[config.mk]
export PLATFORM = sky130hd
export DESIGN_NAME = fetch_stage_flat
export DESIGN_NICKNAME = d
export VERILOG_FILES = /design/src/rtl/pipeline_pkg.sv /design/src/rtl/fetch_stage_if.sv /design/src/rtl/fetch_stage_if_id_reg.sv /design/src/rtl/fetch_stage.sv /design/src/flat_wrapper.sv
export SDC_FILE = /design/constraint.sdc
export NUM_CORES = 1
export LEC_CHECK = 0
export BUFFER_PORTS_ARGS = -buffer_cell sky130_fd_sc_hd__buf_2
export CAP_MARGIN = 20
export CORE_MARGIN = 5
export CORE_UTILIZATION = 50
export CTS_CLUSTER_SIZE = 14
export DETAILED_ROUTE_END_ITERATION = 8
export PLACE_DENSITY = 0.76
export SLEW_MARGIN = 20
export SYNTH_ARGS = -nofsm -noshare
export SYNTH_HDL_FRONTEND = slang
export SYNTH_HIERARCHICAL = 1
export SYNTH_SLANG_ARGS = --single-unit
[constraint.sdc]
create_clock -name clk -period 2.6 [get_ports clk]
set_clock_uncertainty 0.1 [all_clocks]
set_input_delay 0 -clock clk [delete_from_list [all_inputs] [get_ports clk]]
set_output_delay 0 -clock clk [all_outputs]
set_load 0.005 [all_outputs]
[src/rtl/pipeline_pkg.sv]
// Shared pipeline constants and the fetch-stage state type.
package pipeline_pkg;
  localparam logic [31:0] NOP_INSTR = 32'h0;
  localparam int unsigned PC_INC    = 4;

  typedef enum logic {FETCH, REDIR} fetch_state_t;
endpackage

[src/rtl/fetch_stage_if.sv]
// Instruction-memory request/ready handshake between fetch stage and memory.
interface fetch_stage_if #(
  parameter int PC_W    = 32,
  parameter int INSTR_W = 32
);
  logic               req;
  logic [PC_W-1:0]    addr;
  logic [INSTR_W-1:0] rdata;
  logic               ready;

  modport master (output req, output addr, input rdata, input ready);
  modport slave  (input req, input addr, output rdata, output ready);
endinterface

[src/rtl/fetch_stage_if_id_reg.sv]
// IF/ID pipeline register: flush beats hold, hold beats bubble/load.
module if_id_reg
  import pipeline_pkg::*;
#(
  parameter int PC_W    = 32,
  parameter int INSTR_W = 32
) (
  input  logic               clk,
  input  logic               rst,
  input  logic               write,
  input  logic               flush,
  input  logic               bubble,
  input  logic [INSTR_W-1:0] instr_d,
  input  logic [PC_W-1:0]    pc4_d,
  output logic [INSTR_W-1:0] instr_q,
  output logic [PC_W-1:0]    pc4_q,
  output logic               valid_q
);
  always_ff @(posedge clk or posedge rst) begin
    if (rst) begin
      instr_q <= INSTR_W'(NOP_INSTR);
      pc4_q   <= '0;
      valid_q <= 1'b0;
    end else if (flush || (write && bubble)) begin
      instr_q <= INSTR_W'(NOP_INSTR);
      pc4_q   <= '0;
      valid_q <= 1'b0;
    end else if (write) begin
      instr_q <= instr_d;
      pc4_q   <= pc4_d;
      valid_q <= 1'b1;
    end
  end
endmodule

[src/rtl/fetch_stage.sv]
// Instruction-fetch stage: PC, redirect tracking across outstanding fetches, IF/ID.
module fetch_stage
  import pipeline_pkg::*;
#(
  parameter int              PC_W     = 32,
  parameter int              INSTR_W  = 32,
  parameter logic [PC_W-1:0] RESET_PC = '0
) (
  input  logic               clk,
  input  logic               rst,
  input  logic               pcwrite,
  input  logic               if_id_write,
  input  logic               branch_taken,
  input  logic [PC_W-1:0]    branch_target,
  fetch_stage_if.master      imem,
  output logic [INSTR_W-1:0] if_id_instr,
  output logic [PC_W-1:0]    if_id_pc4,
  output logic               if_id_valid
);
  fetch_state_t    state, state_n;
  logic [PC_W-1:0] pc, pc_n, pend_pc, pend_n;
  logic [PC_W-1:0] target, pc_plus4;
  logic            load;

  assign target   = branch_target & ~PC_W'(3);
  assign pc_plus4 = pc + PC_W'(PC_INC);

  assign imem.req  = !rst;
  assign imem.addr = pc;

  always_ff @(posedge clk or posedge rst) begin
    if (rst) begin
      state   <= FETCH;
      pc      <= RESET_PC;
      pend_pc <= '0;
    end else begin
      state   <= state_n;
      pc      <= pc_n;
      pend_pc <= pend_n;
    end
  end

  // pcwrite=1 with if_id_write=0 falls through to "hold": the PC never
  // advances past a word that IF/ID cannot accept.
  always_comb begin
    state_n = state;
    pc_n    = pc;
    pend_n  = pend_pc;
    load    = 1'b0;
    case (state)
      FETCH: begin
        if (imem.ready) begin
          if (branch_taken) begin
            pc_n = target;
          end else if (pcwrite && if_id_write) begin
            pc_n = pc_plus4;
            load = 1'b1;
          end
        end else if (branch_taken) begin
          pend_n  = target;
          state_n = REDIR;
        end
      end
      REDIR: begin
        if (branch_taken) pend_n = target;
        if (imem.ready) begin
          pc_n    = branch_taken ? target : pend_pc;
          state_n = FETCH;
        end
      end
      default: state_n = FETCH;
    endcase
  end

  if_id_reg #(.PC_W(PC_W), .INSTR_W(INSTR_W)) u_if_id (
    .clk     (clk),
    .rst     (rst),
    .write   (if_id_write),
    .flush   (branch_taken),
    .bubble  (!load),
    .instr_d (imem.rdata),
    .pc4_d   (pc_plus4),
    .instr_q (if_id_instr),
    .pc4_q   (if_id_pc4),
    .valid_q (if_id_valid)
  );
endmodule
[src/flat_wrapper.sv]
// flat-port wrapper written by rule: the top's interface ports become plain ports
module fetch_stage_flat import pipeline_pkg::*;
#(
  parameter int              PC_W     = 32,
  parameter int              INSTR_W  = 32,
  parameter logic [PC_W-1:0] RESET_PC = '0
)
  (clk, rst, pcwrite, if_id_write, branch_taken, branch_target, if_id_instr, if_id_pc4, if_id_valid, imem_req, imem_addr, imem_rdata, imem_ready);
  fetch_stage_if #(.PC_W(PC_W), .INSTR_W(INSTR_W)) imem_i ();
  input  logic clk;
  input  logic rst;
  input  logic pcwrite;
  input  logic if_id_write;
  input  logic branch_taken;
  input  logic [PC_W-1:0] branch_target;
  output logic [INSTR_W-1:0] if_id_instr;
  output logic [PC_W-1:0] if_id_pc4;
  output logic if_id_valid;
  output wire logic [$bits(imem_i.req)-1:0] imem_req;
  output wire logic [$bits(imem_i.addr)-1:0] imem_addr;
  input wire logic [$bits(imem_i.rdata)-1:0] imem_rdata;
  input wire logic [$bits(imem_i.ready)-1:0] imem_ready;
  assign imem_req = imem_i.req;
  assign imem_addr = imem_i.addr;
  assign imem_i.rdata = imem_rdata;
  assign imem_i.ready = imem_ready;
  fetch_stage #(.PC_W(PC_W), .INSTR_W(INSTR_W), .RESET_PC(RESET_PC)) u_core (.clk(clk), .rst(rst), .pcwrite(pcwrite), .if_id_write(if_id_write), .branch_taken(branch_taken), .branch_target(branch_target), .imem(imem_i), .if_id_instr(if_id_instr), .if_id_pc4(if_id_pc4), .if_id_valid(if_id_valid));
endmodule
# Word level (Yosys, flattened, before mapping)
# Index checks and enable logic that the tools add are counted.
dict set report totals {
  mem_bits_ro 0
  n_memories 0
  mem_bits_rw 0
  regBits 130
  output_inout_bits 98
  latchBits 0
}
dict set report op_classes {
  muxes 22
  n_lt_le_gt_ge 0
  n_reduce_logical 7
  shifts 0
  n_addsub 1
  eq_ne 4
  n_mul 0
  div_mod_pow 0
  bitwise 1
}
# op count
set op_table {}
lappend op_table {{2-to-1 mux 32 bit} 10}
lappend op_table {{case mux 32 bit (2 select lines)} 2}
lappend op_table {{adder 32 x 3 -> 32 bit, second input constant} 1}
lappend op_table {{2-to-1 mux 1 bit} 9}
lappend op_table {{inequality test 2 bit, second input constant} 3}
lappend op_table {{inequality test 3 x 2 -> 1 bit, second input constant} 1}
lappend op_table {{AND reduction 3 bit} 1}
lappend op_table {{logical AND 1 bit} 2}
lappend op_table {{zero test 1 bit} 2}
lappend op_table {{case mux 1 bit (2 select lines)} 1}
lappend op_table {{nonzero test 2 bit} 1}
lappend op_table {{logical OR 1 bit} 1}
lappend op_table {{inverter 1 bit} 1}

# Longest topological paths before layout
# Gate-level depths: netlist of run 1.
dict set report logic_depth {
  depth_word 9
  depth_mapped 9
  mapped_depth_nobuf 7
}

# Hierarchy
# Netlist of run 1, hierarchy kept.
# module area_per_inst_um2 cells_each instances seq_area_each_um2
set by_module_without_submodules {}
lappend by_module_without_submodules {fetch_stage 3841.2 407 1 1626.6}
lappend by_module_without_submodules {if_id_reg 2675.1 193 1 1626.6}

# Least setup slack after synthesis of run 1
# No wires, ideal clock.
dict set report synth_path {
  path_kind {flip-flop to flip-flop}
  start {reg u_core.pc[2] (netlist: u_core/imem.addr[2])}
  end {reg u_core.u_if_id.pc4_q[26]}
  setup_slack_ps 414
  path_stages_with_launch 9
  synth_period_minus_slack_ps 2186
  path_buffers 1
  arrival_ps 1966
  cell_sequence {dfrtp_1 ha_1 nand3_1 or3_1 buf_2 nor2_1 nand3_1 xnor2_1 a31o_2}
}
dict set report synth_between {
  elab_chain_len 3
}
# element line
set synth_lines {}
lappend synth_lines {{start, declared} fetch_stage.sv:21} ;# logic [PC_W-1:0] pc, pc_n, pend_pc, pend_n;
lappend synth_lines {{start signal, assigned} fetch_stage.sv:38} ;# pc <= pc_n;
lappend synth_lines {{adder 32 x 3 -> 32 bit} fetch_stage.sv:26} ;# assign pc_plus4 = pc + PC_W'(PC_INC);
lappend synth_lines {{net u_core.pc_plus4[26]} fetch_stage.sv:22} ;# logic [PC_W-1:0] target, pc_plus4;
lappend synth_lines {{2-to-1 mux 32 bit} fetch_stage_if_id_reg.sv:28} ;# end else if (write) begin
lappend synth_lines {{2-to-1 mux 32 bit} fetch_stage_if_id_reg.sv:24} ;# end else if (flush || (write && bubble)) begin
lappend synth_lines {{end signal, assigned} fetch_stage_if_id_reg.sv:30} ;# pc4_q <= pc4_d;
lappend synth_lines {{end, declared} fetch_stage_if_id_reg.sv:16} ;# output logic [PC_W-1:0] pc4_q,
# The timed path passes the listed nets, and every way through them passes these cells. The select of a mux whose other input is x is not followed.
# A chain may end at the register's enable or synchronous reset.

# Worst setup path in the final report of run 1
# Same ends and word-level chain as after synthesis.

==> impl_metrics.json, run 1 <==
{
  "outcome": "completed",
  "ios": 168,
  "core.rowCount": 41,
  "worst_ep_required_time_ns": 2.80,
  "tritoncts": "yes",
  "path_clk_slew_ns": 0.05,
  "ir_drop_uv": 403,
  "rsz0062_at_grt": "no",
  "period_needed_ns": 2.42,
  "grt_pass1_vias": 5697,
  "synth_top_area_share_pct": 49.9,
  "cp.depth": 7,
  "dieArea_sq_um": 15400,
  "synth_area_sq_um": 6520,
  "grt_pass1_wl_mm": 29.9,
  "vias": 5926,
  "hp-class": "in2reg",
  "tightestPinTransition_ns": 0.893,
  "placedCellCount": 897,
  "cp-start-kind": "flip-flop",
  "cts.sinks": 130,
  "ys_seq_area_share_pct": 49.9,
  "wl_per_cell_microns": 19.3,
  "finalWorstSetupSlack_ns": 0.182,
  "core_sq_um": 12700,
  "crit_family": "simple AND/OR/NAND/NOR gates",
  "worstPathCellList": "ha_1, nand3_1, or3_1, nor2_1, nand3_1, xnor2_1, a31o_2",
  "stdcell_count": 993,
  "final.period_utilization_pct": 93.0,
  "ys_seq_elements": 130,
  "cts_made_buffers": 17,
  "drc": 0,
  "setup_tns_ns": 0,
  "endpoint_kind": "flip-flop",
  "grt_antenna_before_repair": 0,
  "finish.utilization_pct": 67.5,
  "dpl.hpwl_mm": 12.5,
  "setup_viol": 0,
  "p_leak_uw": 0.00409,
  "power.density_nw_per_um2": 624,
  "syn_nets": 671,
  "max_stage_delay_ns": 0.59,
  "crit_top_cell": "nand3_1",
  "layout_common_cells": "buf_2 (165), dfrtp_1 (130), dlygate4sd3_1 (67)",
  "holdPathStages": 4,
  "avgSynthCellArea_sq_um": 10.9,
  "overflow": 0,
  "yosysWarnings": 6,
  "maxSlewHeadroom_pct": 40.4,
  "crit_arrival_ns": 2.61,
  "die_w_microns": 124,
  "critical_path.slowest_cell": "or3_1",
  "maxCapViolations": 0,
  "slew_violations": 0,
  "antenna_cells": 0,
  "routed_via_density": 5.97,
  "drtIter0Drc": 597,
  "crit_buf_inv": 0,
  "yosys-top-cells-area": "dfrtp_1 (50%), mux2_2 (5.2%), a32o_1 (4.8%)",
  "cts_setup_buffers": 0,
  "yosys.area.top_type": "dfrtp_1",
  "io_buffers": 165,
  "cts_buffer_depth": 2,
  "routed_wl_mm": 19.2,
  "start_util_pct": 51.2,
  "gp_congestion": 0.884,
  "clk_latency_ns": 0.41,
  "dpl_worst_slack_ns": 0.246,
  "reg2reg_setup_slack_ns": 0.18,
  "worstPathMaxFanout": 6,
  "syn_to_final_growth_pct": 31.9,
  "ff2ff_path_depth": 7,
  "ys_types": 48,
  "ctsHtreeMaxLevel": 4,
  "final_common_cell": "buf_2",
  "hold_violations": 0,
  "whs_ns": 0.164,
  "cts_root_buf": "clkbuf_16",
  "grt_use_total_pct": 25.3,
  "first_pass_iters": 5,
  "critPathKind": "reg2reg",
  "antenna_left": 0,
  "drive_gt1_share_pct": 35.6,
  "synth_cells": 600,
  "timing.fmax_mhz": 414,
  "fin_nets": 882,
  "die_h_microns": 124,
  "grt_max_degree": 66,
  "nFillCells": 959
}
[synth_stat cells (all sizes together)]
cell type / number
xnor2: 15
nand3: 10
a21oi: 13
o311ai: 1
ha: 1
or4: 1
inv: 13
dfrtp: 130
mux2: 30
or3: 2
nor2b: 4
a221oi: 11
o21a: 2
nand4: 6
and3: 16
nand2: 36
nor3b: 33
and2: 5
nor3: 10
o21ai: 48
a32o: 31
a41oi: 3
mux2i: 4
o22ai: 5
nor4: 6
nor2: 28
and4: 1
o31ai: 2
xor2: 13
o31a: 3
a211oi: 3
a31o: 33
clkbuf: 32
a31oi: 9
o2bb2ai: 13
buf: 26
or2: 1
[layout make-up]
| type | count | area, sq um | area share, % |
|---|---|---|---|
| clock buffers | 22 | 464 | 5.40 |
| clock inverters | 7 | 37.5 | 0.437 |
| inverters | 13 | 50.0 | 0.582 |
| multi-input cells | 399 | 2930 | 34.1 |
| flip-flops and latches | 130 | 3250 | 37.9 |
| well taps | 172 | 215 | 2.50 |
| repair buffers | 250 | 1640 | 19.1 |
[flip-flops by register name (all words and copies together) (netlist names)]
name	count
u_core/imem.addr	32
u_core/u_if_id/pc4_q	32
u_core/u_if_id/instr_q	32
u_core/state	1
u_core/pend_pc	32
u_core/u_if_id/valid_q	1
[worst reg2reg max path: cells and delay by family, from the launching register on]
kind                     cells  cell delay, ns
AND/OR/NAND/NOR              4            1.18
flip-flops                   1            0.43
adder cells (fa/ha/maj)      1            0.23
AO/OA/AOI/OAI                1            0.20
XOR/XNOR                     1            0.16
[power by group]
group | switching (uW) | total, uW | internal (uW)
combinational | 494 | 926 | 432
clock | 796 | 2030 | 1240
sequential | 205 | 2410 | 2200
[final timing paths]
path	startpoint	to
min in group asynchronous	rst	u_core/u_if_id/pc4_q[8]
max in group asynchronous	rst	u_core/imem.addr[10]
hold reg to reg	u_core/u_if_id/pc4_q[1]	u_core/u_if_id/pc4_q[1]
setup / recovery	u_core/imem.addr[2]	u_core/u_if_id/pc4_q[26]
hold / removal	if_id_write	u_core/u_if_id/valid_q
setup reg to reg	u_core/imem.addr[2]	u_core/u_if_id/pc4_q[26]
[kinds of logic (layout without fill, tap and decap cells)]
| logic type | after synthesis | in the layout | synth area share (%) |
|---|---|---|---|
| mux | 34 | 34 | 5.80 |
| simple gates | 159 | 159 | 14.8 |
| fa+ha+maj | 1 | 1 | 0.192 |
| xor+xnor | 28 | 28 | 3.76 |
| flops | 130 | 130 | 49.9 |
| compound gates | 177 | 177 | 20.2 |
| buf+inv | 71 | 292 | 5.36 |
[stage by stage]
step / area, sq um / power (uW)
after floorplan: 6520 / 2900
after global placement: 7410 / 3220
after detailed placement: 7410 / 3260
after CTS: 8590 / 5390
after global routing: 8590 / 5620
final: 8590 / 5360
[what timing repair did]
action | 4_1_cts | 5_1_grt
hold endpoints to repair | 224 | 0
hold buffers | 67 | 0
resized for setup | 0 | 1
endpoints found under the setup margin | 0 | 1
[per-layer routing]
| layer | share of wire (%) | GRT usage (%) | wire length, microns | up-vias |
|---|---|---|---|---|
| met5 | 0 | 0 | 0 | - |
| met4 | 2.3 | 9.72 | 445 | 0 |
| met3 | 8.2 | 5.54 | 1580 | 40 |
| met2 | 48 | 40.6 | 9220 | 278 |
| met1 | 41 | 33.6 | 7950 | 2943 |
| li1 | - | - | - | 2665 |
No activity file was read; power rests on OpenSTA's default activity.
==> inputs of run 2 (changes only) <==
--- a/config.mk
+++ b/config.mk
@@ -7,6 +7,7 @@
 export LEC_CHECK = 0
 export BUFFER_PORTS_ARGS = -buffer_cell sky130_fd_sc_hd__buf_2
 export CAP_MARGIN = 20
+export CORE_ASPECT_RATIO = 0.7
 export CORE_MARGIN = 5
 export CORE_UTILIZATION = 50
 export CTS_CLUSTER_SIZE = 14
==> impl_metrics.json, run 2 (same netlist as run 1, synthesis figures left out) <==
{
  "r2r-end": "u_core/u_if_id/pc4_q[22]",
  "antenna_cells": 0,
  "cts_root_buf": "clkbuf_16",
  "final.period_utilization_pct": 96.1,
  "start_util_pct": 51.7,
  "setup_viol": 0,
  "grt_use_total_pct": 26.0,
  "hold_violations": 0,
  "drive_gt1_share_pct": 35.9,
  "vias": 5897,
  "cp-startpoint": "u_core/imem.addr[2]",
  "hp-class": "in2reg",
  "cts_made_buffers": 17,
  "cts.sinks": 130,
  "grt_max_degree": 66,
  "ios": 168,
  "stdcell_count": 982,
  "tritoncts": "yes",
  "antenna_left": 0,
  "dpl_worst_slack_ns": 0.160,
  "gp_congestion": 0.902,
  "routed_wl_mm": 20.1,
  "core_sq_um": 12600,
  "finalWorstSetupSlack_ns": 0.101,
  "placedCellCount": 885,
  "dieArea_sq_um": 15500,
  "cts_setup_buffers": 0,
  "postCtsHoldBufs": 65,
  "nFillCells": 925,
  "wl_per_cell_microns": 20.5,
  "ir_drop_uv": 524,
  "drc": 0,
  "fin_nets": 878,
  "tightestPinTransition_ns": 0.899,
  "endpoint_kind": "flip-flop",
  "worst_ep_required_time_ns": 2.80,
  "p_leak_uw": 0.00413,
  "period_needed_ns": 2.50,
  "maxSlewHeadroom_pct": 40.0,
  "power.density_nw_per_um2": 686,
  "syn_to_final_growth_pct": 33.6,
  "reg2reg_setup_slack_ns": 0.10,
  "grt_antenna_before_repair": 0,
  "overflow": 0,
  "drtIter0Drc": 450,
  "slew_violations": 0,
  "placed_area_sq_um": 7400,
  "reg2reg_from": "u_core/imem.addr[2]",
  "die_h_microns": 106,
  "critPathKind": "reg2reg",
  "crit_path_end": "u_core/u_if_id/pc4_q[22]",
  "grt_pass1_vias": 6099,
  "crit_arrival_ns": 2.70,
  "multi_input_area_sq_um": 2930,
  "ctsHtreeMaxLevel": 4,
  "cts-resized-gates": 0,
  "seq_area_sq_um": 3250,
  "total_power_uw": 5980,
  "timing.fmax_mhz": 400,
  "fin_area_sq_um": 8710,
  "rsz0062_at_grt": "no",
  "outcome": "completed",
  "maxCapViolations": 0,
  "grt_pass1_wl_mm": 32.4,
  "layout_common_cells": "buf_2 (165), dfrtp_1 (130), dlygate4sd3_1 (65)",
  "worstPathMaxFanout": 6,
  "dpl.hpwl_mm": 12.8,
  "cts_buffer_depth": 2,
  "core.rowCount": 34,
  "clk_latency_ns": 0.41,
  "setup_tns_ns": 0,
  "path_clk_slew_ns": 0.06,
  "routed_via_density": 6.01,
  "die_w_microns": 146,
  "io_buffers": 165,
  "first_pass_iters": 5,
  "ff2ff_path_depth": 6,
  "final_common_cell": "buf_2",
  "cp-start-kind": "flip-flop"
}
==> run 2: cell types whose count changed in the layout (fill, tap and decap cells not counted), sizes merged <==
cell         before  now
dlygate4sd3      67   65
clkbuf           22   19
buf             183  181
bufinv            0    5
clkinvlp          1    3
clkinv            7    6
==> run 2: worst max-delay path: stages, from the launching register on <==
cell and delay [ns]:
dfrtp_1 0.43, ha_1 0.23, nand3_1 0.13, or3_1 0.61, nor3_1 0.45, xor2_1 0.18, a32o_1 0.26
==> run 2: worst min-delay path by stage <==
stage,start,endpoint,depth (start not counted)
floorplan,branch_target[19],u_core/pend_pc[19],1
global placement,rst,u_core/u_if_id/pc4_q[29],3
detailed placement,rst,u_core/u_if_id/pc4_q[29],3
CTS,branch_taken,u_core/imem.addr[12],4
global route,branch_taken,u_core/imem.addr[11],4
finish,branch_taken,u_core/imem.addr[11],4
==> run 2: metal layers <==
layer  vias to the layer above  part of all wire, %  GRT usage [%]
li1                       2655                    -              -
met1                      2922                   41           33.9
met2                       269                   49           41.9
met3                        51                  7.9           7.38
met4                         0                  2.8           9.53
met5                         -                    0              0
==> run 2: cell type report <==
type,count,share of cell area [%]
sequential,130,37.4
tap,162,2.33
inverter,13,0.575
multi-input combinational,399,33.6
clock buffer,19,5.09
clock inverter,13,2.40
timing repair buffer,246,18.6
==> run 2: where the power goes <==
part | leakage [uW] | switching, uW | internal [uW]
Combinational | 0.00213 | 482 | 429
Clock | 0.000309 | 920 | 1730
Sequential | 0.00169 | 219 | 2200
==> run 2: through the flow <==
step | hold WS, ns | util, %
final | 0.0728 | 69.2
after global routing | 0.0976 | 69.2
after CTS | 0.0538 | 69.1
after detailed placement | 0.0216 | 58.8
after global placement | 0.00560 | 58.8
after floorplan | 0.0506 | -
